===== src/rtl/ble4_lut4_cfg_stage_if.sv =====
// rtl/ble4_lut4_cfg_stage_if.sv - serial config-chain handshake bundle for the LUT4 stage
interface ble4_lut4_cfg_stage_if;
    logic cfg_start;
    logic cfg_valid;
    logic cfg_data;
    logic cfg_ready;
    logic cfg_busy;
    logic cfg_done;
    logic ccff_tail;

    modport master (
        output cfg_start,
        output cfg_valid,
        output cfg_data,
        input  cfg_ready,
        input  cfg_busy,
        input  cfg_done,
        input  ccff_tail
    );

    modport slave (
        input  cfg_start,
        input  cfg_valid,
        input  cfg_data,
        output cfg_ready,
        output cfg_busy,
        output cfg_done,
        output ccff_tail
    );
endinterface


===== src/rtl/ble4_lut4_cfg_stage.sv =====
// rtl/ble4_lut4_cfg_stage.sv - LUT4 with shadow-shifted, atomically committed truth table
module ble4_lut4_cfg_stage #(
    parameter int                   LUT_SIZE = 4,
    parameter int                   TT_BITS  = 16,
    parameter logic [TT_BITS-1:0]   RESET_TT = 16'h0000
) (
    input  logic                    clk,
    input  logic                    reset,
    ble4_lut4_cfg_stage_if.slave    cfg,
    input  logic [LUT_SIZE-1:0]     lut4_in,
    output logic                    lut4_out
);

    typedef enum logic [1:0] {
        IDLE   = 2'd0,
        SHIFT  = 2'd1,
        COMMIT = 2'd2
    } state_t;

    localparam logic [LUT_SIZE-1:0] CNT_LAST = LUT_SIZE'(TT_BITS - 1);

    state_t                 state_q, state_d;
    logic [TT_BITS-1:0]     shadow_q, shadow_d;
    logic [TT_BITS-1:0]     active_q, active_d;
    logic [LUT_SIZE-1:0]    cnt_q, cnt_d;
    logic                   ready_q, ready_d;
    logic                   busy_q, busy_d;
    logic                   done_q, done_d;
    logic                   tail_q, tail_d;
    logic                   beat;

    always_ff @(posedge clk or negedge reset) begin
        if (!reset) begin
            state_q  <= IDLE;
            shadow_q <= '0;
            active_q <= RESET_TT;
            cnt_q    <= '0;
            ready_q  <= 1'b0;
            busy_q   <= 1'b0;
            done_q   <= 1'b0;
            tail_q   <= 1'b0;
        end else begin
            state_q  <= state_d;
            shadow_q <= shadow_d;
            active_q <= active_d;
            cnt_q    <= cnt_d;
            ready_q  <= ready_d;
            busy_q   <= busy_d;
            done_q   <= done_d;
            tail_q   <= tail_d;
        end
    end

    always_comb begin
        state_d  = state_q;
        shadow_d = shadow_q;
        active_d = active_q;
        cnt_d    = cnt_q;
        ready_d  = ready_q;
        busy_d   = busy_q;
        done_d   = 1'b0;
        tail_d   = tail_q;
        beat     = cfg.cfg_valid & ready_q;

        case (state_q)
            IDLE: begin
                if (cfg.cfg_start) begin
                    state_d = SHIFT;
                    cnt_d   = '0;
                    ready_d = 1'b1;
                    busy_d  = 1'b1;
                end
            end
            SHIFT: begin
                if (beat) begin
                    shadow_d = {cfg.cfg_data, shadow_q[TT_BITS-1:1]};
                    tail_d   = shadow_q[0];
                    cnt_d    = cnt_q + 1'b1;
                    // Last beat: drop ready on the same edge so no 17th bit can slip in.
                    if (cnt_q == CNT_LAST) begin
                        state_d = COMMIT;
                        ready_d = 1'b0;
                    end
                end
            end
            COMMIT: begin
                active_d = shadow_q;
                done_d   = 1'b1;
                busy_d   = 1'b0;
                state_d  = IDLE;
            end
            default: begin
                state_d = IDLE;
                ready_d = 1'b0;
                busy_d  = 1'b0;
            end
        endcase
    end

    assign cfg.cfg_ready = ready_q;
    assign cfg.cfg_busy  = busy_q;
    assign cfg.cfg_done  = done_q;
    assign cfg.ccff_tail = tail_q;

    // Only the committed table is visible downstream; the shadow never reaches ff_D.
    assign lut4_out = active_q[lut4_in];

endmodule


===== src/flat_wrapper.sv =====
// flat-port wrapper written by rule: the top's interface ports become plain ports
module ble4_lut4_cfg_stage_flat 
#(
    parameter int                   LUT_SIZE = 4,
    parameter int                   TT_BITS  = 16,
    parameter logic [TT_BITS-1:0]   RESET_TT = 16'h0000
)
  (clk, reset, lut4_in, lut4_out, cfg_cfg_start, cfg_cfg_valid, cfg_cfg_data, cfg_cfg_ready, cfg_cfg_busy, cfg_cfg_done, cfg_ccff_tail);
  ble4_lut4_cfg_stage_if cfg_i ();
  input  logic clk;
  input  logic reset;
  input  logic [LUT_SIZE-1:0] lut4_in;
  output logic lut4_out;
  input wire logic [$bits(cfg_i.cfg_start)-1:0] cfg_cfg_start;
  input wire logic [$bits(cfg_i.cfg_valid)-1:0] cfg_cfg_valid;
  input wire logic [$bits(cfg_i.cfg_data)-1:0] cfg_cfg_data;
  output wire logic [$bits(cfg_i.cfg_ready)-1:0] cfg_cfg_ready;
  output wire logic [$bits(cfg_i.cfg_busy)-1:0] cfg_cfg_busy;
  output wire logic [$bits(cfg_i.cfg_done)-1:0] cfg_cfg_done;
  output wire logic [$bits(cfg_i.ccff_tail)-1:0] cfg_ccff_tail;
  assign cfg_i.cfg_start = cfg_cfg_start;
  assign cfg_i.cfg_valid = cfg_cfg_valid;
  assign cfg_i.cfg_data = cfg_cfg_data;
  assign cfg_cfg_ready = cfg_i.cfg_ready;
  assign cfg_cfg_busy = cfg_i.cfg_busy;
  assign cfg_cfg_done = cfg_i.cfg_done;
  assign cfg_ccff_tail = cfg_i.ccff_tail;
  ble4_lut4_cfg_stage #(.LUT_SIZE(LUT_SIZE), .TT_BITS(TT_BITS), .RESET_TT(RESET_TT)) u_core (.clk(clk), .reset(reset), .cfg(cfg_i), .lut4_in(lut4_in), .lut4_out(lut4_out));
endmodule

===== config.mk =====
export PLATFORM = sky130hd
export DESIGN_NAME = ble4_lut4_cfg_stage_flat
export DESIGN_NICKNAME = d
export VERILOG_FILES = /design/src/rtl/ble4_lut4_cfg_stage_if.sv /design/src/rtl/ble4_lut4_cfg_stage.sv /design/src/flat_wrapper.sv
export SDC_FILE = /design/constraint.sdc
export NUM_CORES = 1
export LEC_CHECK = 0
export ABC_AREA = 1
export CAP_MARGIN = 25
export CORE_MARGIN = 2
export CORE_UTILIZATION = 55
export CTS_CLUSTER_SIZE = 20
export DETAILED_ROUTE_END_ITERATION = 6
export PLACE_DENSITY = 0.76
export SLEW_MARGIN = 20
export SYNTH_ARGS = -nofsm -noshare
export SYNTH_HDL_FRONTEND = slang
export SYNTH_SLANG_ARGS = --single-unit

===== constraint.sdc =====
create_clock -name clk -period 2.8 [get_ports clk]
set_clock_uncertainty 0.2 [all_clocks]
set_input_delay 0.56 -clock clk [delete_from_list [all_inputs] [get_ports clk]]
set_output_delay 0.56 -clock clk [all_outputs]
set_load 0.005 [all_outputs]

# ---- Yosys cells after proc, flatten, opt, wreduce, memory -nomap -nowiden
# Cells that the tools add are included.
dict set report classes {
  shift 0
  muxes 15
  multipliers 0
  n_div 0
  n_reduce_logical 7
  add_sub_neg 1
  order_cmp 1
  bitwise_logic 3
  n_eq_ne 6
}
# operator count
set ops {}
lappend ops {{2-to-1 mux 4 bit} 2}
lappend ops {{one-hot mux 4 bit (2 select lines)} 1}
lappend ops {{2-to-1 mux 2 bit} 3}
lappend ops {{AND reduction 3 bit} 2}
lappend ops {{less-than comparator 4 x 5 -> 1 bit, second input constant} 1}
lappend ops {{2-to-1 mux 1 bit} 5}
lappend ops {{adder 4 x 1 -> 4 bit, second input constant} 1}
lappend ops {{binary-select mux 1 bit (select 4 bit)} 1}
lappend ops {{equality test 4 bit, second input constant} 1}
lappend ops {{inequality test 2 x 1 -> 1 bit, second input constant} 2}
lappend ops {{one-hot mux 2 bit (2 select lines)} 1}
lappend ops {{AND reduction 2 bit} 2}
lappend ops {{AND reduction 4 bit} 1}
lappend ops {{one-hot mux 1 bit (3 select lines)} 1}
lappend ops {{equality test 2 x 1 -> 1 bit, second input constant} 1}
lappend ops {{equality test 2 bit, second input constant} 1}
lappend ops {{zero test 2 bit} 1}
lappend ops {{inequality test 2 bit, second input constant} 1}
lappend ops {{NOT 1 bit} 2}
lappend ops {{one-hot mux 1 bit (2 select lines)} 1}
lappend ops {{nonzero test 2 bit} 1}
lappend ops {{bitwise AND 1 bit} 1}
dict set report word_totals {
  romBits 0
  latchBits 0
  in_bits 9
  ram_bits 0
  mem_count 0
  ff_bits 42
  elab_cells 41
}

# ---- Depth between registers and ports, before layout
# Gate-level depths: netlist of run 1.
dict set report depth {
  depth_word 4
  ltp_mapped 7
}

# ---- Worst setup path before layout of run 1
# Ideal clock, no wire load.
dict set report synth_timing {
  path_kind {input-to-output}
  startpoint {input port lut4_in[0]}
  endpoint {output port lut4_out}
  path_buffers 1
  t_arrival_ps 1099
  slack_ps 941
  required_time_ps 2040
  stages 6
  cell_sequence {buf_2 -> o21ai_0 -> nand2_1 -> nand3_1 -> nand3_1 -> nand2_1}
}
dict set report synth_via {
  elab_chain_len 2
}
# element line_no
set synth_lines {}
lappend synth_lines {{from (decl)} flat_wrapper.sv:12} ;# input logic [LUT_SIZE-1:0] lut4_in;
lappend synth_lines {{binary-select mux 1 bit (select 4 bit)} ble4_lut4_cfg_stage.sv:106} ;# assign lut4_out = active_q[lut4_in];
lappend synth_lines {{2-to-1 mux 1 bit (not written as such)} ble4_lut4_cfg_stage.sv:106}
lappend synth_lines {{to (decl)} flat_wrapper.sv:13} ;# output logic lut4_out;
# No other way between the ends. The select of a mux whose other input is x is not followed.

# ---- Worst setup path in the final report of run 1
# Same ends and word-level chain as after synthesis.

==> results of run 1 <==
cell type report:
type	count	area (um^2)	area share
clock buffers	8	78.8	0.0383
inverters	39	146	0.0711
multi-input cells	128	572	0.278
flip-flops and latches	42	1050	0.510
well taps	44	55.1	0.0267
repair buffers	17	156	0.0759
how the worst min path moves through the flow:
stage,startpoint,to,slack (ns),cells past startpoint
after global placement,u_core.cfg.cfg_busy$_DFFE_PN0P_,u_core.cfg.cfg_busy$_DFFE_PN0P_,0.26,2
after floorplan,reset,u_core.active_q[0]$_DFFE_PN0P_,0.06,0
after CTS,reset,u_core.cnt_q[2]$_DFFE_PN0P_,0.14,1
after detailed placement,u_core.cfg.ccff_tail$_DFFE_PN0P_,u_core.cfg.ccff_tail$_DFFE_PN0P_,0.26,2
after global routing,reset,u_core.state_q[0]$_DFFE_PN0P_,0.18,1
final,reset,u_core.cnt_q[2]$_DFFE_PN0P_,0.12,1
flip-flops by register name, summed over array words and instances, names as in the netlist:
signal	count
u_core.cnt_q	4
u_core.state_q	2
u_core.active_q	16
u_core.cfg.cfg_ready	1
u_core.cfg.cfg_busy	1
u_core.cfg.cfg_done	1
u_core.shadow_q	16
u_core.cfg.ccff_tail	1
timing repair:
| item | CTS | global route |
|---|---|---|
| endpoints found under the setup margin | 1 | 1 |
| buffers inserted | 0 | 0 |
| gates resized for setup | 1 | 2 |
placed cells by master (no fill, tap or decap), types with 3 or more instances in the layout:
cell / Yosys / routed
nand3_1: 14 / 14
nor2_1: 3 / 3
dfrtp_1: 42 / 42
inv_1: 37 / 36
inv_2: 2 / 3
clkbuf_8: 0 / 3
o21ai_0: 36 / 36
nand2_1: 65 / 65
clkdlybuf4s50_1: 0 / 10
clkbuf_4: 0 / 5
buf_4: 1 / 4
stage by stage:
stage | worst slack (ns) | cell area [um^2] | total power [mW]
2_1_floorplan | 0.941 | 1810 | 1.15
3_3_place_gp | -0.0248 | 1980 | 1.29
3_5_place_dp | -0.0782 | 1980 | 1.32
4_1_cts | 0.0224 | 2060 | 1.68
5_1_grt | 0.0469 | 2060 | 1.80
6_report | 0.163 | 2060 | 1.67
power groups by stage:
stage | Sequential, mW | Clock (mW) | Combinational, mW
after global placement | 0.864 | 0 | 0.423
after detailed placement | 0.876 | 0 | 0.444
after global routing | 0.886 | 0.393 | 0.520
after floorplan | 0.851 | 0 | 0.301
final | 0.866 | 0.355 | 0.447
after CTS | 0.864 | 0.365 | 0.452
kinds of logic after synthesis:
kind of cell               Yosys count  share of synthesized area
DFF                                 42                      0.582
adders and majority gates            1                    0.00693
buffers and inverters               46                      0.101
and+or+nand+nor                     87                      0.199
AOI/OAI and AO/OA                   40                      0.111
routing by layer:
metal  wire [um]  vias to the layer above  GRT usage
li1            -                      700          -
met1        1540                      651      0.274
met2        1610                       27      0.350
met3         157                        5     0.0693
met4          51                        0     0.0839
met5           0                        -          0
worst register-to-register path: stages, from the launching register on:
cell,delay (ns)
dfrtp_1,0.45
inv_1,0.08
nor2_1,0.10
buf_4,0.27
inv_1,0.14
nand2_1,0.08
o21ai_1,0.05
==> qor.csv, run 1 <==
stage;metric;value;unit
route;drt-initial-drc-count;115;
floorplan;chipWidth;61.3;um
clock_tree;cts_inserted_buffers;5;
placed_design;hpwl;2290;um
setup_path;r2r_slack;1.33;ns
timing;slew_violations;0;
floorplan;die_h;61.3;um
setup_path;cp_cell_sequence;dlygate4sd2_1 > buf_4 > o21ai_0 > nand2_1 > nand3_1 > nand3_1 > nand2_1 > clkdlybuf4s50_1;
setup_path;critical_path_required;2.04;ns
synth;async_reset_ff_frac;1.00;
setup_path;cp_top_family;buffers and inverters;
timing;tightest_slew;0.885;ns
pwr;p_comb_frac;0.268;
synth;yosysMostFrequentCell;nand2_1;
synth;synth-seq-cells;42;
setup_path;cp-startpoint;lut4_in[0];
route;drcViolationCount;0;
setup_path;crit_type;input port to output pin;
setup_path;r2r_start;u_core.state_q[1]$_DFFE_PN0P_;
placed_design;port_buffers;13;
clock_tree;cts_sinks;42;
synth;synthTopCellsByCount;nand2_1, dfrtp_1, inv_1, o21ai_0, nand3_1;
setup_path;worstReg2RegEnd;u_core.active_q[5]$_DFFE_PN0P_;
setup_path;cp-end-kind;output pin;
clock_tree;hold_buffers;0;
route;wl;3360;um
pwr;power.switching;563;uW
clock_tree;cts_root_buf;clkbuf_4;
global_routing;grt_pass1_vias;1335;
floorplan;dieArea;3760;um^2
timing;setup_viol;0;
synth;yosys.area.top_type_share;0.582;
synth;syn_nets;226;
synth;synth_flop_cell;dfrtp_1;
global_routing;antenna_found_initial;0;
global_routing;overflow;0;
setup_path;slowest_stage;clkdlybuf4s50_1;
synth;synth_top_cells_by_area;dfrtp_1, nand2_1, o21ai_0;
placed_design;placed_cells;270;
final_layout;utilization;0.669;
placed_design;globalplace.congestion;0.850;
route;via_count;1383;
global_routing;grt_pass1_wl;5790;um
timing;hold_viol_final;0;
setup_path;cp-start-kind;input port;
run;cap_viol_max_count;0;
clock_tree;clk_latency;0.35;ns
floorplan;placeableCoreArea;3080;um^2
pwr;peakVddDrop;0.586;mV
pwr;p_leak;1.02;nW
pwr;internal-power;1.10;mW
final_layout;nets;243;
route;final_antenna_net_count;0;
final_layout;drive_above_1_share;0.0769;
setup_path;arrival;1.88;ns
global_routing;grt_max_degree;43;
setup_path;cp.depth;8;
clock_tree;cts_tree;built;
timing;period_minus_slack;2.64;ns
timing;tns;0;ns
floorplan;initial_core_util;0.587;
route;firstDrtPassIters;4;
run_status;status;finished, final reports clean;
route;viasPerCell;4.97;
synth;yosys.area.top_type;dfrtp_1;
final_layout;diodes;0;
synth;synth_area;1810;um^2
global_routing;grt_usage;0.217;
synth;synth_edf_count;0;
final_layout;area_growth;14.1;%
timing;rsz0062_at_grt;false;
clock_tree;path_clk_slew;0.12;ns
synth;yosysSeqAreaShare;0.582;
clock_tree;cts_buffer_depth;2;
pwr;seqPwrFrac;0.519;
final_layout;n_fill_cell;277;
timing;fmax;379;MHz
setup_path;r2r_cells;6;
worst_hold_path;hold_path.class;input port to asynchronous set/reset pin;
timing;relSlewSlack;0.410;
timing;fin_crit_sh;0.942;
synth;ys_warn_count;0;
clock_tree;cts_max_level;2;
setup_path;endpoint;lut4_out;
setup_path;crit_fanout;5;
timing;fin_hold_ws;0.116;ns
floorplan;num_rows;20;
pwr;power_density;810;nW/um^2
route;wl_per_cell;12.1;um
final_layout;finalNonFillerCells;278;
floorplan;ios;14;
synth;avgSynthCellArea;8.36;um^2
setup_path;cp_num_buf_inv;3;
pwr;power_frac_clock;0.213;
synth;synth_cells;216;
synth;synth.distinct_cells;17;
pwr;switching_share;0.337;
setup_path;max_stage_delay;0.49;ns
No activity file was read; power rests on OpenSTA's default activity.
==> run 2: changes to the inputs <==
--- a/config.mk
+++ b/config.mk
@@ -7,7 +7,6 @@
 export LEC_CHECK = 0
 export ABC_AREA = 1
 export CAP_MARGIN = 25
-export CORE_MARGIN = 2
 export CORE_UTILIZATION = 55
 export CTS_CLUSTER_SIZE = 20
 export DETAILED_ROUTE_END_ITERATION = 6
==> run 2 against run 1 <==
- sequential share of layout area up 0.85 points
- largest cell class unchanged
- routed wire length decreased by 1.9%
- critical path type unchanged
- first-iteration DRC count is 4.3% lower
- core utilization decreased by 1.1 points
- maximum frequency is 1.7% lower
- non-clock buffer count stayed put
- combinational power is essentially flat
==> qor.csv, run 2 (synthesized netlist as in run 1, its figures left out) <==
stage;metric;value;unit
route;viasPerCell;5.17;
setup_path;r2r_start;u_core.cfg.cfg_ready$_DFFE_PN0P_;
global_routing;grt_pass1_vias;1303;
final_layout;n_fill_cell;289;
timing;fmax;373;MHz
clock_tree;hold_buffers;0;
global_routing;met1_usage;0.274;
setup_path;worstReg2RegEnd;u_core.cnt_q[1]$_DFFE_PN0P_;
setup_path;critical_path_required;2.04;ns
global_routing;overflow;0;
clock_tree;cts_sinks;42;
pwr;p_leak;1.00;nW
final_layout;final_cell_mix;nand2_1, dfrtp_1, inv_1, o21ai_0, nand3_1;
global_routing;use_met3;0.0655;
timing;hold_viol_final;0;
pwr;seqPwrFrac;0.546;
final_layout;diodes;0;
setup_path;crit_fanout;5;
pwr;internal-power;1.03;mW
timing;tightest_slew;0.885;ns
timing;fin_ws;0.117;ns
timing;fin_hold_ws;0.126;ns
clock_tree;cts_max_level;2;
floorplan;placeableCoreArea;3080;um^2
worst_hold_path;hold_path.class;input port to asynchronous set/reset pin;
floorplan;dieArea;3520;um^2
setup_path;cp_common_cell;nand2_1;
route;drcViolationCount;0;
clock_tree;cts_buffer_depth;2;
timing;relSlewSlack;0.410;
clock_tree;cts_tree;built;
final_layout;area_growth;12.2;%
route;final_antenna_net_count;0;
pwr;power.switching;548;uW
setup_path;crit_type;input port to output pin;
floorplan;initial_core_util;0.587;
setup_path;max_stage_delay;0.49;ns
pwr;switching_share;0.348;
timing;period_minus_slack;2.68;ns
setup_path;arrival;1.92;ns
setup_path;cp_cell_sequence;dlygate4sd2_1 > buf_4 > nand2_1 > o21ai_0 > nand2_1 > nand3_1 > nand3_1 > nand2_1 > clkdlybuf4s50_1;
setup_path;cp_top_family;buffers and inverters;
setup_path;cp-start-kind;input port;
final_layout;utilization;0.658;
timing;fin_crit_sh;0.958;
route;wl_per_cell;11.9;um
timing;setup_viol;0;
global_routing;grt_busiest_layer;met2;
route;drt-initial-drc-count;110;
run_status;status;finished, final reports clean;
run;cap_viol_max_count;0;
pwr;power;1.58;mW
timing;slew_violations;0;
floorplan;ios;14;
global_routing;grt_usage;0.224;
final_layout;final_common_cell;nand2_1;
setup_path;r2r_cells;6;
timing;rsz0062_at_grt;false;
pwr;power_frac_clock;0.169;
placed_design;port_buffers;13;
floorplan;die_h;59.3;um
setup_path;cp_num_buf_inv;3;
clock_tree;cts_inserted_buffers;5;
clock_tree;cts_root_buf;clkbuf_4;
setup_path;cp-end-kind;output pin;
floorplan;num_rows;20;
pwr;peakVddDrop;0.610;mV
route;via_count;1433;
global_routing;antenna_found_initial;0;
setup_path;cp.depth;9;
clock_tree;path_clk_slew;0.11;ns
route;firstDrtPassIters;5;
global_routing;grt_pass1_wl;5590;um
global_routing;global_route.usage.met2;0.371;
final_layout;drive_above_1_share;0.0644;
clock_tree;clk_latency;0.34;ns
global_routing;grt_max_degree;43;
final_layout;reg_top3;u_core.active_q: 16 flops, u_core.shadow_q: 16 flops, u_core.cnt_q: 4 flops;
setup_path;cp-startpoint;lut4_in[0];
setup_path;slowest_stage;clkdlybuf4s50_1;
placed_design;preCtsSetupSlack;-0.145;ns
placed_design;hpwl;2330;um
floorplan;chipWidth;59.3;um
pwr;power_density;778;nW/um^2
setup_path;r2r_slack;1.34;ns
pwr;p_comb_frac;0.285;
route;wl;3290;um
final_layout;nets;243;
placed_design;globalplace.congestion;0.872;
run 2: cell types whose count changed in the layout (fill, tap and decap cells not counted):
cell / before / now
o21ai_1: 2 / 3
o21ai_0: 36 / 35
clkbuf_1: 0 / 2
clkbuf_8: 3 / 0
run 2: worst max path at each step:
stage | endpoint | slack (ns)
CTS | lut4_out | 0.003
finish | lut4_out | 0.12
floorplan | lut4_out | 0.94
detailed placement | lut4_out | -0.15
global placement | lut4_out | -0.02
global route | lut4_out | 0.03
run 2: per-layer routing:
layer	share of wire	up-vias
li1	-	699
met1	0.46	692
met2	0.48	36
met3	0.042	6
met4	0.018	0
met5	0	-
run 2: power by group through the flow:
stage                     clock [mW]  sequential, mW  combinational [mW]
final                          0.266           0.860               0.450
after global routing           0.297           0.877               0.524
after CTS                      0.272           0.858               0.454
after detailed placement           0           0.871               0.446
after global placement             0           0.864               0.424
after floorplan                    0           0.851               0.301
run 2: cell type report:
cell class / instances / area [um^2] / area share
inverter: 39 / 146 / 0.0723
tap: 44 / 55.1 / 0.0272
multi-input combinational: 128 / 572 / 0.282
sequential: 42 / 1050 / 0.519
clock buffer: 7 / 45.0 / 0.0222
timing repair buffer: 17 / 156 / 0.0772
run 2: metrics by stage:
step	cells	TNS, ns	cell area (um^2)
after global placement	270	-0.0240	1980
after global routing	277	0	2030
after detailed placement	270	-0.145	1980
final	277	0	2030
after floorplan	216	0	1810
after CTS	277	0	2020
run 2: timing repair:
action / in CTS / in global routing
setup buffers: 0 / 0
pin swaps: 0 / 0
gates resized for setup: 1 / 3
gates cloned: 0 / 0
setup endpoints to repair: 1 / 1
==> run 3: changes to the inputs <==
--- a/config.mk
+++ b/config.mk
@@ -10,7 +10,7 @@
 export CORE_UTILIZATION = 55
 export CTS_CLUSTER_SIZE = 20
 export DETAILED_ROUTE_END_ITERATION = 6
-export PLACE_DENSITY = 0.76
+export PLACE_DENSITY = 0.74
 export SLEW_MARGIN = 20
 export SYNTH_ARGS = -nofsm -noshare
 export SYNTH_HDL_FRONTEND = slang
==> run 3 against run 2 <==
- total power up 0.18%
- critical endpoint unchanged
- via count down 1.7%
- setup slack improved by 0.051 ns
- cell count rose by 1.1%
==> qor.csv, run 3 (synthesized netlist as in run 1, its figures left out) <==
stage;metric;value;unit
final_layout;reg_top3;u_core.active_q: 16 flops, u_core.shadow_q: 16 flops, u_core.cnt_q: 4 flops;
clock_tree;cts_inserted_buffers;5;
timing;slew_violations;0;
run;cap_viol_max_count;0;
clock_tree;cts_buffer_depth;2;
setup_path;critical_path_required;2.04;ns
timing;rsz0062_at_grt;false;
timing;tightest_slew;0.710;ns
pwr;power.switching;548;uW
setup_path;cp-start-kind;input port;
floorplan;initial_core_util;0.587;
run_status;status;finished, final reports clean;
final_layout;final_common_cell;nand2_1;
floorplan;die_h;59.3;um
setup_path;max_stage_delay;0.49;ns
route;wl_per_cell;11.9;um
floorplan;dieArea;3520;um^2
pwr;power_density;765;nW/um^2
final_layout;seqCellArea;1050;um^2
placed_design;port_buffers;13;
placed_design;place_area;1980;um^2
pwr;seqPwrFrac;0.547;
timing;relSlewSlack;0.525;
route;firstDrtPassIters;4;
pwr;power_frac_clock;0.170;
global_routing;grt_usage;0.226;
final_layout;fin_area;2060;um^2
floorplan;placeableCoreArea;3080;um^2
setup_path;arrival;1.87;ns
final_layout;drive_above_1_share;0.0720;
placed_design;hpwl;2300;um
timing;fin_crit_sh;0.940;
placed_design;globalplace.congestion;0.837;
clock_tree;cts_max_level;2;
setup_path;crit_fanout;5;
final_layout;nets;246;
pwr;peakVddDrop;0.511;mV
final_layout;n_fill_cell;269;
route;via_count;1409;
clock_tree;cts_root_buf;clkbuf_4;
timing;hold_viol_final;0;
final_layout;final_cell_mix;nand2_1, dfrtp_1, inv_1, o21ai_0, nand3_1;
timing;tns;0;ns
setup_path;slowest_stage;clkdlybuf4s50_1;
pwr;power;1.58;mW
setup_path;crit_type;input port to output pin;
route;drt-initial-drc-count;84;
route;wl;3340;um
clock_tree;clk_latency;0.34;ns
route;final_antenna_net_count;0;
timing;fmax;380;MHz
clock_tree;cts_tree;built;
clock_tree;cts_sinks;42;
final_layout;area_growth;14.3;%
floorplan;chipWidth;59.3;um
route;drcViolationCount;0;
final_layout;utilization;0.671;
floorplan;ios;14;
pwr;p_comb_frac;0.283;
setup_path;cp_cell_sequence;dlygate4sd2_1 > buf_2 > o21ai_0 > nand2_1 > nand3_1 > nand3_1 > nand2_1 > clkdlybuf4s50_1;
global_routing;overflow;0;
pwr;switching_share;0.347;
floorplan;num_rows;20;
clock_tree;path_clk_slew;0.11;ns
setup_path;cp-end-kind;output pin;
global_routing;grt_pass1_vias;1325;
timing;setup_viol;0;
global_routing;antenna_found_initial;0;
final_layout;diodes;0;
final_layout;multi_input_area;572;um^2
global_routing;grt_max_degree;43;
placed_design;preCtsSetupSlack;-0.0568;ns
pwr;p_leak;1.02;nW
timing;period_minus_slack;2.63;ns
pwr;internal-power;1.03;mW
timing;fin_ws;0.168;ns
route;viasPerCell;5.03;
global_routing;grt_pass1_wl;5760;um
worst_hold_path;hold_path.class;flip-flop to flip-flop;
==> run 3: cell count changes in the layout (fill, tap and decap cells not counted) <==
cell           before  now
buf_12              0    1
buf_2               1    2
buf_4               4    3
buf_6               0    1
dlygate4sd3_1       0    1
==> run 3: final timing paths <==
path                                                  from                               to  slack [ns]  cells after the start
hold reg to reg            u_core.shadow_q[15]$_DFFE_PN0P_  u_core.active_q[15]$_DFFE_PN0P_        0.30                      2
min in group asynchronous                            reset    u_core.cfg.cfg_done$_DFF_PN0_        0.39                      2
setup / recovery                                lut4_in[0]                         lut4_out        0.17                      8
setup reg to reg             u_core.state_q[1]$_DFFE_PN0P_  u_core.active_q[13]$_DFFE_PN0P_        1.04                      5
hold / removal             u_core.shadow_q[15]$_DFFE_PN0P_  u_core.active_q[15]$_DFFE_PN0P_        0.30                      2
max in group asynchronous                            reset  u_core.shadow_q[12]$_DFFE_PN0P_        1.58                      3
==> run 3: power groups by stage <==
stage | clock, mW | sequential (mW) | combinational [mW]
final | 0.268 | 0.863 | 0.447
after global routing | 0.298 | 0.881 | 0.522
after CTS | 0.277 | 0.861 | 0.450
after detailed placement | 0 | 0.873 | 0.443
after global placement | 0 | 0.866 | 0.421
after floorplan | 0 | 0.851 | 0.301
==> run 3: worst max-delay path, delay by kind of cell <==
| family | cells | cell delay [ns] |
|---|---|---|
| AO/OA/AOI/OAI | 1 | 0.16 |
| buffers and inverters | 3 | 0.90 |
| AND/OR/NAND/NOR | 4 | 0.25 |
==> run 3: area by class of cell <==
cell class                 instances  area share
sequential                        42       0.509
clock buffer                       7      0.0218
multi-input combinational        128       0.277
timing repair buffer              20      0.0945
tap                               44      0.0267
inverter                          39      0.0709
==> run 3: timing repair <==
item / 4_1_cts / 5_1_grt
endpoints found under the hold margin: 0 / 7
cloned: 1 / 0
setup endpoints to repair: 1 / 1
gates resized for setup: 3 / 2
setup buffers: 0 / 0
hold buffers: 0 / 1
pin swaps: 0 / 0
==> run 3: routing by layer <==
metal	up-vias	GRT usage	wire [um]
li1	710	-	-
met2	32	0.361	1520
met3	8	0.0721	157
met4	0	0.0816	70
met5	-	0	0
met1	659	0.289	1590
==> run 3: through the flow <==
| step | std cells | hold slack (ns) |
|---|---|---|
| floorplan | 216 | 0.0644 |
| global placement | 270 | 0.264 |
| detailed placement | 270 | 0.276 |
| CTS | 278 | 0.161 |
| global route | 280 | 0.312 |
| finish | 280 | 0.298 |
